[config.mk]
export PLATFORM = sky130hd
export DESIGN_NAME = d_kes_deg_prio_enc
export DESIGN_NICKNAME = d
export VERILOG_FILES = /design/src/rtl/d_kes_elp_deg_chk_prio_enc.sv
export SDC_FILE = /design/constraint.sdc
export NUM_CORES = 1
export LEC_CHECK = 0
export ABC_AREA = 0
export CAP_MARGIN = 20
export CORE_AREA = 2 2 39 41
export DETAILED_ROUTE_END_ITERATION = 6
export DIE_AREA = 0 0 41 43
export GPL_TIMING_DRIVEN = 0
export PLACE_DENSITY_LB_ADDON = 0.3
export SLEW_MARGIN = 20
export SYNTH_ARGS = -nofsm -noshare
export SYNTH_HDL_FRONTEND = slang
export SYNTH_SLANG_ARGS = --single-unit
export TNS_END_PERCENT = 50
[constraint.sdc]
create_clock -name vclk -period 2.1
set_clock_uncertainty 0.1 [all_clocks]
set_input_delay 0.42 -clock vclk [all_inputs]
set_output_delay 0.42 -clock vclk [all_outputs]
set_load 0.03 [all_outputs]
[src/rtl/d_kes_elp_deg_chk_prio_enc.sv]
`default_nettype none
// ============================================================================
//  Module  : d_kes_deg_prio_enc
//  Brief   : Highest-set-bit encoder with any-set flag
//  Revision: 1.0  initial release
// ============================================================================
module d_kes_deg_prio_enc #(
    parameter int WIDTH = 16,
    parameter int IDX_W = 5
) (
    input  wire logic [WIDTH-1:0] vec,
    output logic      [IDX_W-1:0] idx,
    output logic                  any_set
);

    // Scan upward so the highest set bit is the last one to win
    always_comb begin
        idx     = '0;
        any_set = 1'b0;
        for (int k = 0; k < WIDTH; k++) begin
            if (vec[k]) begin
                idx     = IDX_W'(k);
                any_set = 1'b1;
            end
        end
    end

endmodule : d_kes_deg_prio_enc
`default_nettype wire

==> results.md, run 1 <==
- Hold buffers post-CTS: 0
- Seq pwr share: 0%
- CP endpoint kind: output pin
- DRC: 0
- Die area: 1760 µm²
- Fin util: 29.9%
- FMAX: 476 MHz
- Core area: 1380 µm²
- Final min period: 2.10 ns
- Post-route cell area: 414 µm²
- Buf+Inv Stages, Crit Path: 2
- DR pass1 iterations: 1
- Gr usage total: 7.59%
- Area leader, netlist: nor2_1
- Antenna violations before repair: 0
- Status: finished with violations
- Top delay family on crit path: buffers and inverters
- Total wire length: 597 µm
- Mean Syn Cell Area: 5.57 µm²
- Chip width: 41 µm
- HP Class: in -> out
- Worst path max stage delay: 0.38 ns
- Maximum VDD drop: 0.0318 mV
- Worst EP arrival: 1.58 ns
- Tcrit/Tclk final: 100%
- Synthesis-to-layout area growth: 140%
- Switching share of power: 49.2%
- Netlist Area Pre-Place: 173 µm²
- Placement Cell Area: 403 µm²
- Cell row count: 14
- Number of global-route vias before repair: 268
- First-pass GRT wire length: 1030 µm
- Distinct cell type count after synthesis: 17
- Final Max Slew Viols: 0
- IO Count: 22
- Required time worst endpoint: 1.58 ns
- Power Total: 0.0000702 W
- Synth Net Count: 47
- HPWL Detailed: 546 µm
- Cells after DPL: 68
- Final hold slack: 1.22 ns
- Count of final hold-check violations: 0
- Initial Utilization: 12.5%
- P_leak: 0.165 nW
- Clock network power share: 0%
- Worst path slowest cell: or3b_1
- GRT overflow: 0
- Failing checks: negative setup slack
- Psw: 0.0000345 W
- Final WS setup: -0.000452 ns
- Largest net degree at the start of global routing: 6
- Max-cap violations: 0
- Logic pwr share: 100.0%
- Synth warn: 0
- Final Setup Violations: 1
- Setup Fix Bufs, Post-CTS: 0
- Post-route ant nets: 0
- Setup CP Type: in -> out
- GPL Wtd Cong: 0.608
- Drt initial violations: 0
- Unrepaired setup endpoints after global routing: yes
- Cell internal pwr: 0.0000357 W
- Layout cell share with drive strength beyond 1: 17.3%
- Mean number of vias per cell: 4.16
- Cells after synthesis: 31
- I/O Buffers: 21
- Power Density: 169 nW/µm²
- Top cells by area, synth: nor2_1 17%, nor4_1 14%, nand2b_1 11%
- Routed WL per cell: 8.78 µm
- Synth top area share: 17.4%
- ANT cells: 0
- Die height: 43 µm
- CP startpoint kind: input port
- Worst Path Max Fanout: 5
- # clk buffers: 0
- Sequential share of the synthesized area: 0%
- Register Area: 0 µm²
- Finished Layout Cells: 68
- Vias: 283
- Number of sequential cells: 0
- Nets: 70
- Critical-path cell list: dlygate4sd2_1 -> or3b_1 -> a311oi_1 -> a31oi_1 -> buf_4
worst paths after layout:
kind | cells after the start | slack [ns] | from | endpoint
worst max-delay path | 5 | -0.0005 | vec[11] | idx[0]
worst min-delay path | 4 | 1.22 | vec[13] | idx[3]
area by class of cell:
cell class	instances	area (µm²)
buffer	1	7.51
fill	152	970
multi-input combinational	29	198
tap	16	20.0
timing repair buffer	21	185
inverter	1	3.75
Yosys cell counts, drive strengths merged:
cell type / instances
o21ai: 1
nor2: 8
buf: 1
nand2b: 3
inv: 1
o31a: 1
a221o: 1
a311oi: 1
conb: 1
o211ai: 1
nand4: 1
nand2: 3
or3b: 1
nor4: 4
nor3: 1
nor2b: 1
a31oi: 1
per-stage QoR:
step                setup TNS, ns  setup slack [ns]
global placement            -2.89            -0.641
detailed placement          -2.90            -0.650
global route              -0.0737           -0.0473
finish                  -0.000452         -0.000452
floorplan                       0             0.181
CTS                       -0.0773           -0.0373
cell usage in the layout, fill, tap and decap left out, drive strengths merged:
cell type | netlist | routed
a221o | 1 | 1
a311oi | 1 | 1
a31oi | 1 | 1
buf | 1 | 5
clkbuf | 0 | 1
clkdlybuf4s50 | 0 | 6
conb | 1 | 1
dlygate4sd2 | 0 | 8
dlymetal6s2s | 0 | 2
inv | 1 | 1
nand2 | 3 | 3
nand2b | 3 | 3
nand4 | 1 | 1
nor2 | 8 | 8
nor2b | 1 | 1
nor3 | 1 | 1
nor4 | 4 | 4
o211ai | 1 | 1
o21ai | 1 | 1
o31a | 1 | 1
or3b | 1 | 1
logic make-up after synthesis:
kind of cell    Yosys count  synth area share, %
compound gates            6                 26.8
buf+inv                   2                 6.52
other cells               1                 2.17
simple gates             22                 64.5
worst min-delay path, cell delays in order:
cell and delay, ns:
dlymetal6s2s_1 0.16, nor4_4 0.08, nand2_1 0.05, buf_2 0.18
layer usage:
layer	wire length (µm)	track usage, %	part of all wire, %	vias up
met5	0	0	0	-
met2	306	12.8	51	8
met1	247	11.1	41	117
li1	-	-	-	158
met3	42	0	7.0	0
met4	0	0	0	0
repair_timing:
item                                    4_1_cts  5_1_grt
endpoints found under the setup margin        5        4
pin swaps                                     2        1
gates resized for setup                      35        8
power by group through the flow:
stage	logic (W)	clock network [W]	registers, W
after CTS	0.0000694	0	0
after global placement	0.0000718	0	0
after floorplan	0.0000258	0	0
after detailed placement	0.0000721	0	0
final	0.0000702	0	0
after global routing	0.0000764	0	0
(Power assumes the default switching activity.)
==> run 2: changes to the inputs <==
==> constraint.sdc (replaced) <==
create_clock -name vclk -period 2.1
set_clock_uncertainty 0.1 [all_clocks]
set_input_delay 0.42 -clock vclk [all_inputs]
set_output_delay 0.42 -clock vclk [all_outputs]
set_load 0.005 [all_outputs]
==> results.md, run 2 (synthesis gave the netlist of run 1 again) <==
- Die area: 1760 µm²
- GPL Wtd Cong: 0.608
- Total wire length: 625 µm
- Status: finished, final reports clean
- HP Class: in -> out
- FMAX: 483 MHz
- Register Area: 0 µm²
- Largest net degree at the start of global routing: 6
- Final Max Slew Viols: 0
- Total negative setup slack: 0 ns
- GRT overflow: 0
- Vias: 282
- Nets: 70
- Metal3 WL: 48 µm
- Cell internal pwr: 0.0000325 W
- Logic pwr share: 100.0%
- Met1 Wirelength: 243 µm
- Initial Utilization: 12.5%
- CP startpoint kind: input port
- Unrepaired setup endpoints after global routing: yes
- Final Setup Violations: 0
- Core area: 1380 µm²
- Gr usage total: 7.79%
- Power Density: 138 nW/µm²
- Power Total: 0.0000610 W
- Post-route ant nets: 0
- Psw: 0.0000285 W
- IO Count: 22
- Seq pwr share: 0%
- Number of sequential cells: 0
- # clk buffers: 0
- I/O Buffers: 21
- Finished Layout Cells: 68
- Final hold slack: 1.13 ns
- Count of final hold-check violations: 0
- Switching share of power: 46.7%
- First-pass GRT wire length: 1040 µm
- Commonest non-fill, non-tap cell in the layout: dlygate4sd2_1
- Number of fill cells: 151
- Metal2 WL: 317 µm
- Routed WL per cell: 9.19 µm
- Antenna violations before repair: 0
- Hold depth: 4
- DR pass1 iterations: 3
- Mean number of vias per cell: 4.15
- Final min period: 2.07 ns
- Setup CP Type: in -> out
- Chip width: 41 µm
- Max-cap violations: 0
- Clock network power share: 0%
- DRC: 0
- Multi-input logic area: 213 µm²
- Cell row count: 14
- Setup Fix Bufs, Post-CTS: 0
- Cells after DPL: 68
- Tcrit/Tclk final: 98.5%
- Top routing layer in use: met4
- CP endpoint kind: output pin
- Place WS: -0.480 ns
- Final WS setup: 0.0317 ns
- Worst Path Max Fanout: 5
- P_leak: 0.181 nW
- Layout cell share with drive strength beyond 1: 13.5%
- Maximum VDD drop: 0.0299 mV
- Synthesis-to-layout area growth: 156%
- Drt initial violations: 3
- HPWL Detailed: 546 µm
- Commonest non-fill, non-tap cells in the layout: 12 x dlygate4sd2_1, 8 x nor2_1, 5 x dlymetal6s2s_1
- Number of global-route vias before repair: 267
- Required time worst endpoint: 1.58 ns
- Hold buffers post-CTS: 0
- ANT cells: 0
- Worst EP arrival: 1.55 ns
- Die height: 43 µm
-- run 2: what timing repair did --
| item | 4_1_cts | 5_1_grt |
|---|---|---|
| gates resized for setup | 24 | 7 |
| pin swaps | 4 | 1 |
| setup endpoints to repair | 5 | 4 |
-- run 2: routing by layer --
layer  global-route usage, %  vias to the layer above
met2                    13.1                       10
met5                       0                        -
li1                        -                      158
met1                    10.4                      112
met4                    2.00                        0
met3                       0                        2
-- run 2: layout make-up --
cell class                 instances  area share [%]
tap                               16            4.53
buffer                             1            1.70
inverter                           1           0.850
timing repair buffer              21            44.8
multi-input combinational         29            48.2
-- run 2: metrics by stage --
| stage | utilization (%) | area, µm² |
|---|---|---|
| 6_report | 31.9 | 442 |
| 5_1_grt | 31.9 | 442 |
| 4_1_cts | 29.9 | 414 |
| 3_5_place_dp | 29.1 | 403 |
| 3_3_place_gp | 29.1 | 403 |
| 2_1_floorplan | - | 173 |
-- run 2: critical path: stages --
cell	delay, ns
dlygate4sd2_1	0.29
or3b_1	0.39
a311oi_1	0.25
a31oi_1	0.07
buf_2	0.13
-- run 2: worst paths after layout --
check             slack, ns  startpoint       to
setup / recovery       0.03     vec[11]   idx[0]
hold / removal         1.13      vec[3]  any_set
-- run 2: power by group through the flow --
stage / logic, W / registers, W / clock network, W
after detailed placement: 0.0000636 / 0 / 0
after floorplan: 0.0000174 / 0 / 0
after CTS: 0.0000594 / 0 / 0
after global routing: 0.0000676 / 0 / 0
final: 0.0000610 / 0 / 0
after global placement: 0.0000633 / 0 / 0
==> variant (config.mk and constraints of run 2) <==
Set the parameter `WIDTH` to 12 (it was 16).
--- a/src/rtl/d_kes_elp_deg_chk_prio_enc.sv
+++ b/src/rtl/d_kes_elp_deg_chk_prio_enc.sv
@@ -5,7 +5,7 @@
 //  Revision: 1.0  initial release
 // ============================================================================
 module d_kes_deg_prio_enc #(
-    parameter int WIDTH = 16,
+    parameter int WIDTH = 12,
     parameter int IDX_W = 5
 ) (
     input  wire logic [WIDTH-1:0] vec,
Ports: changed (resized vec); port bits go from 22 to 18. The function was not compared with the original's and may differ.
==> variant against run 2 <==
Wire length down 23%; final area down 28%; critical path type unchanged; die area unchanged; first-iteration DRC count up 67%; area after synthesis down 32%; setup slack better by 0.021 ns; power down 26%.
==> variant: results (changes against run 2) <==
met1 WL 201 um (-17%); Crit path arrival time 1.53 ns (-0.02 ns); met2 WL post-DR 219 um (-31%); top routing layer in use met3; syn avg cell area 5.35 um^2 (-4.0%); Critical Path Start vec[4]; M1 GR Usage 0.0854 (-0.0190); Sw Share 0.416 (-0.0513); status finished clean; largest net degree at the start of global routing 5 (-1); fin nets 54 (-23%); final std cells w/o fill 56 (-18%); crit-path max FO 3 (-2); Vias/cell 3.93 (-5.3%); placed cells 55 (-19%); cell-internal power 26.3 uW (-19%); met3 wire length 62 um (+29%); vias in the first global route 159 (-40%); Synth top cells by count 6 x nor2_1, 2 x a21oi_1, 2 x inv_1, 2 x nand2b_1, 2 x nor4_1; GRT Total Usage 0.0539 (-0.0240); DPL Wire Length 396 um (-27%); DR iter-0 viols 5 (+2); worst slack at placement -0.391 ns (+0.0887 ns); Syn Nets 34 (-28%); maximum VDD drop 38.4 uV (+28%); layout cells sized above 1 0.175 (+0.0404); HP Start vec[1]; f_max 489 MHz (+1.0%); M2 GR Usage 0.0813 (-0.0500); grt met3 use 0.00524 (+0.00524); WL per Instance 8.63 um (-6.2%); Seq Cell Count 0 (unchanged); Area contributors post-synth nor2_1 19%, nand2b_1 11%, nor4_1 11%; Placed Instance Area 308 um^2 (-24%)
[variant: cell count changes after synthesis, sizes merged, moves of 2 or more]
cell,delta
a21oi,+2
nand2,-2
nor2,-2
nor4,-2
[variant: layout make-up]
cell class	count	area, um^2
well taps	16	20.0
repair buffers	18	165
inverters	2	7.51
plain buffers	1	7.51
multi-input cells	19	118
fillers	168	1070
[variant: what timing repair did]
item                                    in CTS  in global routing
pin swaps                                    5                  2
setup buffers                                1                  0
gates resized for setup                     18                  4
endpoints found under the setup margin       5                  3
[variant: logic make-up (layout without fill, tap and decap cells)]
kind of cell | Yosys count | in the layout | synth area share
and+or+nand+nor | 13 | 13 | 0.532
AOI/OAI and AO/OA | 5 | 5 | 0.309
buffers and inverters | 3 | 21 | 0.128
other | 1 | 1 | 0.0319
[variant: worst max-delay path: stages]
cell             delay (ns)
clkdlybuf4s50_1        0.46
nor4_2                 0.24
nand4_1                0.13
dlygate4sd2_1          0.29
